`src/rtl/kronos_clint.sv`:
```
// kronos_clint: machine-level core-local interruptor.
// Holds mtime, mtimecmp and msip behind a req/ack data-bus slave.
module kronos_clint #(
  parameter int unsigned CLK_DIV = 1
) (
  input  logic        clk,
  input  logic        rstz,
  input  logic [31:0] data_addr,
  input  logic [31:0] data_wr_data,
  input  logic [3:0]  data_mask,
  input  logic        data_wr_en,
  input  logic        data_req,
  output logic [31:0] data_rd_data,
  output logic        data_ack,
  output logic        software_interrupt,
  output logic        timer_interrupt
);

  typedef enum logic {
    IDLE,
    ACK
  } state_t;

  localparam logic [15:0] DIV_MAX = 16'(CLK_DIV - 1);

  state_t      state;
  logic [15:0] div_cnt;
  logic [63:0] mtime;
  logic [63:0] mtimecmp;
  logic        msip;

  logic [2:0]  idx;
  logic        access;
  logic        wr;
  logic        tick;
  logic        wr_msip;
  logic        wr_cmp_lo;
  logic        wr_cmp_hi;
  logic        wr_mt_lo;
  logic        wr_mt_hi;
  logic [31:0] mt_lo_next;
  logic [31:0] mt_hi_next;
  logic [31:0] rd_mux;
  logic        unused_addr;

  function automatic logic [31:0] merge(
    input logic [31:0] old,
    input logic [31:0] wd,
    input logic [3:0]  m
  );
    logic [31:0] r;
    for (int i = 0; i < 4; i++) begin
      r[i*8 +: 8] = m[i] ? wd[i*8 +: 8] : old[i*8 +: 8];
    end
    return r;
  endfunction

  assign idx         = data_addr[4:2];
  assign unused_addr = ^{data_addr[31:5], data_addr[1:0]};

  assign access    = (state == IDLE) && data_req && !data_ack;
  assign wr        = access && data_wr_en;
  assign tick      = (div_cnt == DIV_MAX);

  assign wr_msip   = wr && (idx == 3'd0) && data_mask[0];
  assign wr_cmp_lo = wr && (idx == 3'd2);
  assign wr_cmp_hi = wr && (idx == 3'd3);
  assign wr_mt_lo  = wr && (idx == 3'd4);
  assign wr_mt_hi  = wr && (idx == 3'd5);

  assign software_interrupt = msip;

  // Next mtime halves for a bus write; the unwritten half is untouched
  always_comb begin
    mt_lo_next = mtime[31:0];
    mt_hi_next = mtime[63:32];
    if (wr_mt_lo) begin
      mt_lo_next = merge(mtime[31:0], data_wr_data, data_mask);
    end
    if (wr_mt_hi) begin
      mt_hi_next = merge(mtime[63:32], data_wr_data, data_mask);
    end
  end

  // Read-data mux over the word index; reserved words read zero
  always_comb begin
    rd_mux = '0;
    case (idx)
      3'd0:    rd_mux = {31'd0, msip};
      3'd2:    rd_mux = mtimecmp[31:0];
      3'd3:    rd_mux = mtimecmp[63:32];
      3'd4:    rd_mux = mtime[31:0];
      3'd5:    rd_mux = mtime[63:32];
      default: rd_mux = '0;
    endcase
  end

  // Prescaler and mtime; a bus write beats a same-cycle tick
  always_ff @(posedge clk or negedge rstz) begin
    if (!rstz) begin
      div_cnt <= '0;
      mtime   <= '0;
    end else if (wr_mt_lo || wr_mt_hi) begin
      div_cnt <= '0;
      mtime   <= {mt_hi_next, mt_lo_next};
    end else if (tick) begin
      div_cnt <= '0;
      mtime   <= mtime + 64'd1;
    end else begin
      div_cnt <= div_cnt + 16'd1;
    end
  end

  // Compare register and software-interrupt bit
  always_ff @(posedge clk or negedge rstz) begin
    if (!rstz) begin
      mtimecmp <= '1;
      msip     <= 1'b0;
    end else begin
      if (wr_cmp_lo) begin
        mtimecmp[31:0] <= merge(mtimecmp[31:0], data_wr_data, data_mask);
      end
      if (wr_cmp_hi) begin
        mtimecmp[63:32] <= merge(mtimecmp[63:32], data_wr_data, data_mask);
      end
      if (wr_msip) begin
        msip <= data_wr_data[0];
      end
    end
  end

  // Timer match registered every cycle, one cycle behind the operands
  always_ff @(posedge clk or negedge rstz) begin
    if (!rstz) begin
      timer_interrupt <= 1'b0;
    end else begin
      timer_interrupt <= (mtime >= mtimecmp);
    end
  end

  // Bus FSM: accept in IDLE, pulse ack for one cycle, ignore req meanwhile
  always_ff @(posedge clk or negedge rstz) begin
    if (!rstz) begin
      state        <= IDLE;
      data_ack     <= 1'b0;
      data_rd_data <= '0;
    end else begin
      unique case (state)
        IDLE: begin
          if (access) begin
            state    <= ACK;
            data_ack <= 1'b1;
            if (!data_wr_en) begin
              data_rd_data <= rd_mux;
            end
          end
        end
        ACK: begin
          state    <= IDLE;
          data_ack <= 1'b0;
        end
      endcase
    end
  end

endmodule

```
`config.mk`:
```
export PLATFORM = sky130hd
export DESIGN_NAME = kronos_clint
export DESIGN_NICKNAME = d
export VERILOG_FILES = /design/src/rtl/kronos_clint.sv
export SDC_FILE = /design/constraint.sdc
export NUM_CORES = 1
export LEC_CHECK = 0
export ABC_AREA = 1
export ABC_CLOCK_PERIOD_IN_PS = 2290
export BUFFER_PORTS_ARGS = -buffer_cell sky130_fd_sc_hd__buf_4
export CORE_UTILIZATION = 60
export CTS_CLUSTER_DIAMETER = 200
export CTS_CLUSTER_SIZE = 14
export DETAILED_ROUTE_END_ITERATION = 10
export MAX_ROUTING_LAYER = met4
export PLACE_DENSITY_LB_ADDON = 0.15
export SYNTH_ARGS = -nofsm -noshare
export SYNTH_HDL_FRONTEND = slang
export SYNTH_SLANG_ARGS = --single-unit
```
`constraint.sdc`:
```
create_clock -name clk -period 2.29 [get_ports clk]
set_clock_uncertainty 0.1 [all_clocks]
set_input_delay 0.687 -clock clk [delete_from_list [all_inputs] [get_ports clk]]
set_output_delay 0.687 -clock clk [all_outputs]
set_load 0.005 [all_outputs]
```
==> Word level (Yosys, flattened, before mapping) <==
Cells that the tools add are included.
{ "totals": {"reg_bits": 180, "latchBits": 0, "ramBits": 0, "romBits": 0, "input_bits": 72, "wordCells": 84, "memories": 0} }
{ "classes": {"addsub": 2, "multipliers": 0, "div": 0, "n_lt_le_gt_ge": 1, "eq_ne": 11, "n_shift": 0, "muxes": 15, "bitwise": 2, "reduce_logical": 31} }
{ "op_table": {"columns": ["cell", "count"], "rows": [
  ["32-bit one-hot mux with 5 select lines", 1],
  ["64-bit 2-to-1 mux", 2],
  ["64-bit by 1-bit adder with 64-bit output, second input constant", 1],
  ["64-bit >= comparator", 1],
  ["32-bit 2-to-1 mux", 2],
  ["16-bit 2-to-1 mux", 2],
  ["8-bit 2-to-1 mux", 4],
  ["3-bit AND reduction", 9],
  ["16-bit by 1-bit adder with 16-bit output, second input constant", 1],
  ["16-bit zero test", 1],
  ["2-bit AND reduction", 8],
  ["2-bit != test, second input constant", 7],
  ["1-bit logical AND", 9],
  ["3-bit by 2-bit equality test with 1-bit output, second input constant", 2],
  ["3-bit equality test, second input constant", 2],
  ["1-bit one-hot mux with 2 select lines", 2],
  ["3-bit zero test", 1],
  ["1-bit 2-to-1 mux", 2],
  ["1-bit inverter", 2],
  ["2-bit nonzero test", 1],
  ["1-bit zero test", 1],
  ["1-bit logical OR", 1]
]} }

==> Logic depth before layout (Yosys ltp) <==
{ "logic_depth": {"ltp_word": 8, "ltp_mapped": 14} }

==> Least setup slack after synthesis <==
Ideal clock, no wire load.
{ "synth_timing": {"path_kind": "in2reg", "from": "input port data_addr[4]", "to": "register mtime[50]", "setup_time_ps": 117, "arrival_time_ps": 1748, "setup_slack_ps": 325, "stages": 10, "n_path_buf": 1, "cell_sequence": "inv_1 -> nor2_2 -> nand2_2 -> nor2_8 -> inv_4 -> o21ai_4 -> buf_6 -> nand2_2 -> a21oi_2 -> nor2_1"} }
{ "synth_via": {"elab_chain_cells": 5, "word_cells_on_any_way": 10} }
{ "synth_rtl": {"columns": ["item", "line", "text"], "rows": [
  ["from (decl)", "8", "input logic [31:0] data_addr,"],
  ["3-bit equality test (on tied branches)", "68, 69", null],
  ["1-bit logical AND (on tied branches)", "68, 69", null],
  ["1-bit logical OR", "103", "end else if (wr_mt_lo || wr_mt_hi) begin"],
  ["2-bit != test (no line) / 2-bit nonzero test (equally long branches)", null, null],
  ["3-bit AND reduction (no line)", null, null],
  ["to (signal assigned)", "105", "mtime <= {mt_hi_next, mt_lo_next};"],
  ["to (signal assigned)", "108", "mtime <= mtime + 64'd1;"],
  ["to (decl)", "28", "logic [63:0] mtime;"]
]} }
Parallel ways exist; a longest one is shown, timed or not.
A chain may end at the register's enable or synchronous reset.

==> Final worst setup path <==
{ "layout_timing": {"from": "register mtimecmp[7]", "to": "register timer_interrupt"} }
{ "layout_via": {"elab_chain_cells": 1} }
{ "layout_rtl": {"columns": ["item", "line", "text"], "rows": [
  ["from (decl)", "29", "logic [63:0] mtimecmp;"],
  ["from (signal assigned)", "121", "mtimecmp[31:0] <= merge(mtimecmp[31:0], data_wr_data, data_mask);"],
  ["64-bit >= comparator", "137", "timer_interrupt <= (mtime >= mtimecmp);"],
  ["to (signal assigned)", "137", null],
  ["to (decl)", "16", "output logic timer_interrupt"]
]} }
No other way between the ends.

==> flow_metrics.env <==
export IMPL_grt_max_degree=48
export IMPL_core_area_sq_um=20200
export IMPL_place_inst=2137
export IMPL_drc=1
export IMPL_drtIter0Drc=1094
export IMPL_synth_edf_count=0
export IMPL_setup_ws_ns=0.109
export IMPL_crit_path_start="mtimecmp[7]$_DFFE_PN1P_"
export IMPL_cap_violations=0
export IMPL_slew_violations=0
export IMPL_num_antenna_cells=0
export IMPL_routabilityCongestion=1.01
export IMPL_numCtsBuffers=17
export IMPL_firstDrtPassIters=11
export IMPL_rows=52
export IMPL_antenna_left=0
export IMPL_ys_types=46
export IMPL_fmax_mhz=459
export IMPL_final_util=0.717
export IMPL_ir_drop_mv=0.435
export IMPL_status="complete, but fails checks"
export IMPL_grt_use_total=0.411
export IMPL_clockRootBuffer="clkbuf_16"
export IMPL_crit_type="flip-flop to flip-flop"
export IMPL_instances_no_fill=2169
export IMPL_fp_dieH_microns=146
export IMPL_syn_area_per_cell_sq_um=7.11
export IMPL_post_place_ws_ns=0.0181
export IMPL_clkTransAtPathRegs_ns=0.08
export IMPL_cp_max_fo=3
export IMPL_synthTopCellsByArea="dfrtp_1 23%, nand2_1 17%, dfstp_2 14%, nor2_1 7.5%, ha_1 6.8%"
export IMPL_yosysWarnings=0
export IMPL_tritoncts="built"
export IMPL_drive_above_1_share=0.192
export IMPL_cp_data_required_time_ns=2.53
export IMPL_cts_hold_buf=0
export IMPL_dieArea_sq_um=21200
export IMPL_holdWs_ns=0.0593
export IMPL_slew_headroom=0.607
export IMPL_cts_max_level=4
export IMPL_area_growth_synth_to_final_pct=17.3
export IMPL_yosys_area_top_type="dfrtp_1"
export IMPL_wire_per_inst_microns=19.0
export IMPL_cpPeakStageDelay_ns=0.55
export IMPL_placed_cell_area_sq_um=13900
export IMPL_antenna_found_initial=0
export IMPL_fill_cells=1672
export IMPL_powerDensity_nw_per_um2=700
export IMPL_reg2reg_depth=12
export IMPL_grt_overflow_total=0
export IMPL_rsz0062_at_grt="no"
export IMPL_vias_per_cell=5.77
export IMPL_rr_endpoint="timer_interrupt$_DFF_PN0_"
export IMPL_ios=107
export IMPL_setup_violations=0
export IMPL_violations="DRC"
export IMPL_synthArstFlopShare=1.00
export IMPL_vias=12500
export IMPL_finalHoldViolCount=0
export IMPL_initial_core_util=0.612
export IMPL_io_buffers=77
export IMPL_crit_top_cell="nand2_1"
export IMPL_fin_tns_setup_ns=0
export IMPL_path_buf_inv=1
export IMPL_cp_slowest_cell="dfstp_2"
export IMPL_routed_wl_mm=41.2
export IMPL_p_leak_nw=6.56
export IMPL_ys_seq_area_frac=0.370
export IMPL_endpoint="timer_interrupt$_DFF_PN0_"
export IMPL_grt_pass1_wl_mm=64.7
export IMPL_syn_nets=1880
export IMPL_cts_setup_buffers=0
export IMPL_ys_flop_type="dfrtp_1"
export IMPL_dp_hpwl_mm=32.3
export IMPL_crit_cells=12
export IMPL_synth_seq_cells=180
export IMPL_min_path_type="input pin to asynchronous set/reset pin"
export IMPL_rrSetupSlack_ns=0.11
export IMPL_crit_path_end_kind="flip-flop"
export IMPL_period_share=0.952
export IMPL_crit_chain="inv_1 > ha_1 > a21oi_1 > nand2_1 > a21oi_1 > nand2_1 > nand2_1 > nand2_1 > nand2_1 > nand2_1 > nand2_1 > nand2_1"
export IMPL_syn_inst=1741
export IMPL_critical_path_arrival_ns=2.42
export IMPL_nets=2025
export IMPL_clk_latency_ns=0.45
export IMPL_design_area_sq_um=14500
export IMPL_grt_pass1_vias=12000
export IMPL_cts_sinks=180
export IMPL_synth_cell_area_sq_um=12400
export IMPL_start_kind="flip-flop"
export IMPL_finalPower_mw=10.2
export IMPL_yosys_area_top_type_share=0.234
export IMPL_worstReg2RegStart="mtimecmp[7]$_DFFE_PN1P_"
export IMPL_die_width_microns=146
export IMPL_cts_max_path_buffers=2
export IMPL_tightest_slew_ns=0.585
export IMPL_cp_top_family="simple AND/OR/NAND/NOR gates"
export IMPL_post_route_min_period_ns=2.18
==> logic make-up (layout without fill, tap and decap cells) <==
| group | after synthesis | after routing | synth area share |
|---|---|---|---|
| AOI/OAI and AO/OA | 265 | 265 | 0.124 |
| xor gates and xnor gates | 21 | 21 | 0.0149 |
| adders and majority gates | 67 | 67 | 0.0677 |
| buffers and inverters | 244 | 402 | 0.0811 |
| DFF | 180 | 180 | 0.370 |
| muxes | 31 | 31 | 0.0282 |
| and+or+nand+nor | 933 | 933 | 0.314 |
==> layer usage <==
metal	vias up	wire (microns)	global-route usage
li1	5900	-	-
met1	5905	17200	0.536
met2	608	19400	0.656
met3	104	3280	0.0627
met4	0	1230	0.140
met5	-	0	-
==> report_power, final <==
part / switching [mW] / internal [mW]
logic: 1.66 / 1.15
registers: 0.540 / 3.73
clock network: 1.50 / 1.59
total: 3.69 / 6.47
==> cell usage after synthesis, types with 7 or more instances <==
cell and number:
ha_1 67, nor2_1 246, inv_1 196, buf_2 27, nor3_1 18, nand2_2 16
nand4_1 24, a21oi_2 7, nor2_2 15, a21oi_1 69, mux2_2 31, xnor2_1 8
dfrtp_1 116, o21ai_1 33, xor2_1 13, o2111ai_1 31, nand3_1 41, nand2_1 549
dfstp_2 64, o21ai_0 106, clkbuf_1 7
==> final cells by class <==
| class | instances | area (sq um) | share of cell area |
|---|---|---|---|
| timing repair buffer | 167 | 1400 | 0.0961 |
| tap | 270 | 338 | 0.0233 |
| inverter | 203 | 767 | 0.0528 |
| sequential | 180 | 4580 | 0.316 |
| clock buffer | 19 | 443 | 0.0305 |
| clock inverter | 13 | 163 | 0.0112 |
| multi-input combinational | 1317 | 6830 | 0.470 |
==> worst min-delay path by stage <==
stage	start	end	slack, ns
after floorplan	rstz	data_ack$_DFFE_PN0P_	0.29
after global placement	div_cnt[0]$_DFF_PN0_	div_cnt[0]$_DFF_PN0_	0.35
after detailed placement	div_cnt[0]$_DFF_PN0_	div_cnt[0]$_DFF_PN0_	0.35
after CTS	rstz	div_cnt[1]$_DFF_PN0_	0.07
after global routing	rstz	div_cnt[1]$_DFF_PN0_	0.08
final	rstz	div_cnt[1]$_DFF_PN0_	0.06
==> flip-flops by register name (all words and copies together), names as in the netlist <==
signal              count
data_ack                1
data_rd_data           32
mtime                  64
state                   1
div_cnt                16
software_interrupt      1
timer_interrupt         1
mtimecmp               64
==> placed cells by master, fill, tap and decap left out, types with 16 or more instances in the layout <==
master / netlist / layout
nand2_1: 549 / 549
nor2_1: 246 / 241
inv_1: 196 / 196
buf_4: 2 / 155
dfrtp_1: 116 / 116
o21ai_0: 106 / 106
a21oi_1: 69 / 68
ha_1: 67 / 66
dfstp_2: 64 / 64
nand3_1: 41 / 41
o21ai_1: 33 / 33
o2111ai_1: 31 / 31
mux2_2: 31 / 31
nand4_1: 24 / 24
nor2_2: 15 / 19
nor3_1: 18 / 18
clkbuf_16: 0 / 17
nand2_2: 16 / 16
==> worst register-to-register path, cell delays in order, from the launching register on <==
cell	delay [ns]
dfstp_2	0.55
inv_1	0.04
ha_1	0.29
a21oi_1	0.20
nand2_1	0.08
a21oi_1	0.12
nand2_1	0.14
nand2_1	0.08
nand2_1	0.19
nand2_1	0.12
nand2_1	0.05
nand2_1	0.05
nand2_1	0.05
==> timing repair <==
item | CTS | global route
setup endpoints to repair | 0 | 9
resized for setup | 0 | 6
hold endpoints to repair | 0 | 0
No activity file was read; power rests on OpenSTA's default activity.
